$ cat src/rtl/bram_port_arbiter_pkg.sv
// Shared definitions for the two-master BRAM port arbiter.
package bram_port_arbiter_pkg;

  typedef enum logic [1:0] {
    ST_IDLE  = 2'd0,
    ST_BURST = 2'd1,
    ST_FLUSH = 2'd2,
    ST_DONE  = 2'd3
  } arb_state_e;

  localparam int LEN_WIDTH_DEF = 8;

  // Master indices; also the encoding used for the owner/last registers.
  localparam logic M0 = 1'b0;
  localparam logic M1 = 1'b1;

endpackage

$ cat src/rtl/bram_rr_select.sv
// Two-way round-robin pick: lone requester wins, ties go to the master
// that did not win last time. Purely combinational.
module bram_rr_select
  import bram_port_arbiter_pkg::*;
(
  input  logic [1:0] req,
  input  logic       last,
  output logic [1:0] win,
  output logic       vld
);

  // One-hot winner; a tie is broken away from the previous winner.
  always_comb begin
    win = req;
    if (&req) win = (last == M1) ? 2'b01 : 2'b10;
  end

  assign vld = |req;

endmodule

$ cat src/rtl/bram_port_arbiter.sv
// Shares one BRAM port between two masters with incrementing-address bursts.
// All port-side controls decode registered state only, so nothing from
// mn_req reaches the BRAM combinationally.
module bram_port_arbiter
  import bram_port_arbiter_pkg::*;
#(
  parameter int DATA_WIDTH = 32,
  parameter int ADDR_WIDTH = 10,
  parameter int LEN_WIDTH  = LEN_WIDTH_DEF
) (
  input  logic                  clk,
  input  logic                  rst_n,
  input  logic                  m0_req,
  input  logic                  m0_wr,
  input  logic [ADDR_WIDTH-1:0] m0_addr,
  input  logic [LEN_WIDTH-1:0]  m0_len,
  input  logic [DATA_WIDTH-1:0] m0_din,
  output logic                  m0_din_ack,
  output logic [DATA_WIDTH-1:0] m0_dout,
  output logic                  m0_dout_stb,
  output logic                  m0_grant,
  output logic                  m0_done,
  input  logic                  m1_req,
  input  logic                  m1_wr,
  input  logic [ADDR_WIDTH-1:0] m1_addr,
  input  logic [LEN_WIDTH-1:0]  m1_len,
  input  logic [DATA_WIDTH-1:0] m1_din,
  output logic                  m1_din_ack,
  output logic [DATA_WIDTH-1:0] m1_dout,
  output logic                  m1_dout_stb,
  output logic                  m1_grant,
  output logic                  m1_done,
  output logic                  bram_wr,
  output logic [ADDR_WIDTH-1:0] bram_addr,
  output logic [DATA_WIDTH-1:0] bram_din,
  input  logic [DATA_WIDTH-1:0] bram_dout
);

  arb_state_e            state, state_nxt;
  logic                  cur_wr;
  logic [ADDR_WIDTH-1:0] cur_addr;
  logic [LEN_WIDTH-1:0]  remaining;
  logic                  owner;
  logic                  last;
  logic                  rd_stb_q;

  logic [1:0]            win;
  logic                  win_vld;
  logic                  sel_wr;
  logic [ADDR_WIDTH-1:0] sel_addr;
  logic [LEN_WIDTH-1:0]  sel_len;
  logic                  in_burst;
  logic                  busy;

  bram_rr_select u_sel (
    .req  ({m1_req, m0_req}),
    .last (last),
    .win  (win),
    .vld  (win_vld)
  );

  // One-hot AND-OR mux of the winner's request fields.
  assign sel_wr   = (win[0] & m0_wr) | (win[1] & m1_wr);
  assign sel_addr = ({ADDR_WIDTH{win[0]}} & m0_addr) | ({ADDR_WIDTH{win[1]}} & m1_addr);
  assign sel_len  = ({LEN_WIDTH{win[0]}} & m0_len) | ({LEN_WIDTH{win[1]}} & m1_len);

  // State register.
  always_ff @(posedge clk) begin
    if (!rst_n) state <= ST_IDLE;
    else        state <= state_nxt;
  end

  // Next state; a zero-length burst skips straight to the done pulse.
  always_comb begin
    state_nxt = state;
    case (state)
      ST_IDLE:  if (win_vld) state_nxt = (sel_len == '0) ? ST_DONE : ST_BURST;
      ST_BURST: if (remaining == LEN_WIDTH'(1)) state_nxt = cur_wr ? ST_DONE : ST_FLUSH;
      ST_FLUSH: state_nxt = ST_DONE;
      ST_DONE:  state_nxt = ST_IDLE;
      default:  state_nxt = ST_IDLE;
    endcase
  end

  // Latch the winner's burst at grant, then step address/count per access.
  always_ff @(posedge clk) begin
    if (!rst_n) begin
      cur_wr    <= 1'b0;
      cur_addr  <= '0;
      remaining <= '0;
      owner     <= M0;
      last      <= M1;
    end else if (state == ST_IDLE && win_vld) begin
      cur_wr    <= sel_wr;
      cur_addr  <= sel_addr;
      remaining <= sel_len;
      owner     <= win[1];
      last      <= win[1];
    end else if (state == ST_BURST) begin
      cur_addr  <= cur_addr + ADDR_WIDTH'(1);
      remaining <= remaining - LEN_WIDTH'(1);
    end
  end

  // Read strobe trails each read access by one cycle to match BRAM latency.
  always_ff @(posedge clk) begin
    if (!rst_n) rd_stb_q <= 1'b0;
    else        rd_stb_q <= (state == ST_BURST) && !cur_wr;
  end

  assign in_burst  = (state == ST_BURST);
  assign busy      = (state != ST_IDLE);

  assign bram_wr   = in_burst && cur_wr;
  assign bram_addr = in_burst ? cur_addr : '0;
  assign bram_din  = (owner == M1) ? m1_din : m0_din;

  assign m0_grant    = busy && (owner == M0);
  assign m1_grant    = busy && (owner == M1);
  assign m0_din_ack  = bram_wr && (owner == M0);
  assign m1_din_ack  = bram_wr && (owner == M1);
  assign m0_dout_stb = rd_stb_q && (owner == M0);
  assign m1_dout_stb = rd_stb_q && (owner == M1);
  assign m0_done     = (state == ST_DONE) && (owner == M0);
  assign m1_done     = (state == ST_DONE) && (owner == M1);

  // Read data fans out to both; only the owner's strobe qualifies it.
  assign m0_dout = bram_dout;
  assign m1_dout = bram_dout;

endmodule
$ cat config.mk
export PLATFORM = sky130hd
export DESIGN_NAME = bram_port_arbiter
export DESIGN_NICKNAME = d
export VERILOG_FILES = /design/src/rtl/bram_port_arbiter_pkg.sv /design/src/rtl/bram_rr_select.sv /design/src/rtl/bram_port_arbiter.sv
export SDC_FILE = /design/constraint.sdc
export NUM_CORES = 1
export LEC_CHECK = 0
export ABC_AREA = 1
export CAP_MARGIN = 30
export CORE_UTILIZATION = 28
export CTS_CLUSTER_DIAMETER = 100
export DETAILED_ROUTE_END_ITERATION = 8
export PLACE_DENSITY = 0.78
export RECOVER_POWER = 50
export SKIP_CTS_REPAIR_TIMING = 1
export SLEW_MARGIN = 20
export SYNTH_ARGS = -nofsm -noshare
export SYNTH_HDL_FRONTEND = slang
export SYNTH_SLANG_ARGS = --single-unit
$ cat constraint.sdc
create_clock -name clk -period 1.6 [get_ports clk]
set_clock_uncertainty 0.1 [all_clocks]
set_input_delay 0.4 -clock clk [delete_from_list [all_inputs] [get_ports clk]]
set_output_delay 0.4 -clock clk [all_outputs]
set_load 0.03 [all_outputs]
==> run metrics <==
Worst-Margin Slew approximately 340 ps; Tcrit/Tclk final 113%; worst vdd ir ~0.7 mV; outcome complete, but fails checks; Final nets 740; cts bufs inserted 3; Avg Cell Area, Syn 5.70 µm²; clk slew on worst S/H paths 100 ps; PwrDens 1430 nW/µm²; area added between synthesis and finish 72.0%; GP Congestion 0.985; drt total wl about 11 mm; total core area 9280 µm²; routed via count ~3300; Detail Route Antenna Nets 0; syn nets 617; largest net degree at the start of global routing 35; Longest Clk Path Bufs 2; die height ~100 µm; failing checks setup timing; Distinct cells, synth 31; Worst setup EP type output pin; unrepaired setup endpoints after global routing yes; vias in the first global route around 3100; # rows 35; Worst slew margin around 78%; Slew Limit Fails 0; Post-route DRC 0; Static Leak 0.00232 µW; total gr overflow 0; dpl hpwl roughly 8.6 mm; layout cells sized above 1 27.6%; maxcap violations 0; Seq/Total Area, Yosys ~18%; post-route cell area approximately 4600 µm²; synthesized instance count 473; final setup vio count just under 50; total power ~6600 µW; synthesized flop and latch total 24; Initial Utilization 29.0%; pre-CTS WS -441 ps; CP Cell Sequence inv_4 -> ha_4 -> buf_12 -> nand2_4 -> inv_4 -> buf_12; clk_lat worst skew between 200 and 300 ps; gr usage total roughly a fifth; worst setup margin -211 ps; Critical Path Source Type register; Critical Path AT approximately 1300 ps; slowest cell on the critical path dfxtp_2; port buffer count about 160; Worst Path Max Fanout 8; TritonRoute pass-1 iters 4; Peak Freq 552 MHz; Die W between 100 and 150 µm; first-pass GRT wire length about 15 mm; CTS tree yes; kind of critical path reg -> out; Via-to-Cell Ratio between 4 and 5; die area approximately 10000 µm²; io pins 253; Required @ worst endpoint between 1000 and 1500 ps; warning count from the yosys run 0; n_diodes 0; clk sinks 24; Clk Tree Root Cell clkbuf_8; fin crit period approximately 1800 ps; routed len/inst 15.1 µm; CP max stage delay roughly 350 ps; dpl cell area 4050 µm²; Worst Hold Class reg -> reg; initial antenna violation count 0; Final Hold Viols 0; # H-tree levels 1; synthesized cell area about 2700 µm²; DR iter-0 viols between 100 and 150
[cell families (layout without fill, tap and decap cells)]
logic type,Yosys count,count (layout),share of synthesized area (%)
flip-flops,24,24,17.8
adder cells (fa/ha/maj),6,6,2.79
XOR/XNOR,6,6,1.95
AO/OA/AOI/OAI,55,55,11.6
buffers and inverters,138,260,29.2
AND/OR/NAND/NOR,244,244,36.7
[metrics by stage]
stage / utilization [%] / hold WS, ps / instances / setup TNS, ps
2_1_floorplan: - / 346 / 473 / 0
3_3_place_gp: 43.6 / 366 / 711 / -9350
3_5_place_dp: 43.6 / 368 / 711 / -10520
4_1_cts: 44.3 / 383 / 715 / -13040
5_1_grt: 49.9 / 447 / 724 / -8610
6_report: 49.9 / 422 / 724 / -5560
[cells in the mapped netlist]
cell type | number | area, µm²
o21ai_4 | 1 | 16.3
o21ai_0 | 24 | 120
a31o_2 | 1 | 8.76
a41oi_1 | 1 | 8.76
ha_1 | 6 | 75.1
o211ai_1 | 2 | 15.0
nand3b_1 | 1 | 7.51
nand2_4 | 2 | 22.5
buf_1 | 2 | 7.51
a21oi_1 | 17 | 85.1
clkinv_1 | 2 | 7.51
nor2_4 | 1 | 11.3
nand2_1 | 180 | 676
buf_2 | 4 | 20.0
buf_4 | 66 | 495
nor2_1 | 27 | 101
xor2_1 | 4 | 35.0
xnor2_1 | 2 | 17.5
o22ai_1 | 1 | 6.26
clkbuf_1 | 6 | 22.5
inv_1 | 51 | 191
nor2_2 | 2 | 12.5
inv_2 | 5 | 18.8
a31oi_1 | 6 | 37.5
nor3_1 | 1 | 5.00
a21oi_2 | 1 | 8.76
o21ai_1 | 1 | 5.00
dfxtp_1 | 24 | 480
nand3_1 | 27 | 135
nand2_2 | 3 | 18.8
buf_6 | 2 | 22.5
[layout by cell type, fill, tap and decap left out, types with 2 or more instances in the layout]
cell,n
nand2_4,11
a21oi_2,2
dlymetal6s2s_1,3
nor2_4,5
ha_4,3
xor2_1,4
a21oi_1,16
buf_6,43
nand2_2,11
a31oi_1,6
nand2_1,162
clkbuf_16,2
xnor2_1,2
inv_1,36
o21ai_1,7
nand3_1,25
buf_4,39
nand3_2,2
dfxtp_1,18
o211ai_1,2
buf_12,7
o21ai_0,18
inv_4,7
clkbuf_8,3
nor2_2,3
ha_1,3
inv_2,14
nor2_1,22
dfxtp_2,4
clkdlybuf4s50_1,103
dfxtp_4,2
[registers in the layout, summed over array words and instances, names as in the netlist]
name and cells:
remaining 8, last 1, owner 1, cur_wr 1
rd_stb_q 1, state 2, cur_addr 10
[per-layer routing]
metal | GRT usage, % | vias up | wire, µm
met5 | 0 | - | 0
met4 | 3.90 | 0 | 146
met3 | 6.69 | 15 | 1160
met2 | 35.6 | 201 | 5510
met1 | 21.8 | 1483 | 4090
li1 | - | 1633 | -
[worst paths after layout]
kind	start	end	slack, ps	depth (start not counted)
setup reg to reg	state[0]$_SDFFE_PN0P_	cur_addr[8]$_SDFFE_PN0P_	60	8
hold / removal	remaining[0]$_SDFFE_PN0P_	remaining[0]$_SDFFE_PN0P_	420	2
hold reg to reg	remaining[0]$_SDFFE_PN0P_	remaining[0]$_SDFFE_PN0P_	420	2
setup / recovery	state[1]$_SDFFE_PN0P_	bram_addr[9]	-210	6
[cell type report]
| class | instances | area (µm²) |
|---|---|---|
| clock inverter | 1 | 30.0 |
| timing repair buffer | 198 | 2050 |
| fill | 913 | 4650 |
| tap | 129 | 161 |
| inverter | 58 | 235 |
| multi-input combinational | 311 | 1620 |
| clock buffer | 3 | 41.3 |
| sequential | 24 | 493 |
[worst max-delay path: cells and delay by family, from the launching register on]
| kind | cells | cell delay, ps |
|---|---|---|
| and+or+nand+nor | 1 | 70 |
| adders and majority gates | 1 | 190 |
| buffers and inverters | 4 | 410 |
| DFF | 1 | 350 |
[where the power goes]
| group | total (µW) | switching [µW] | internal (µW) |
|---|---|---|---|
| sequential | 1120 | 274 | 846 |
| clock | 574 | 239 | 336 |
| combinational | 4940 | 2670 | 2270 |
| total | 6640 | 3190 | 3450 |
No activity file was read; power rests on OpenSTA's default activity.
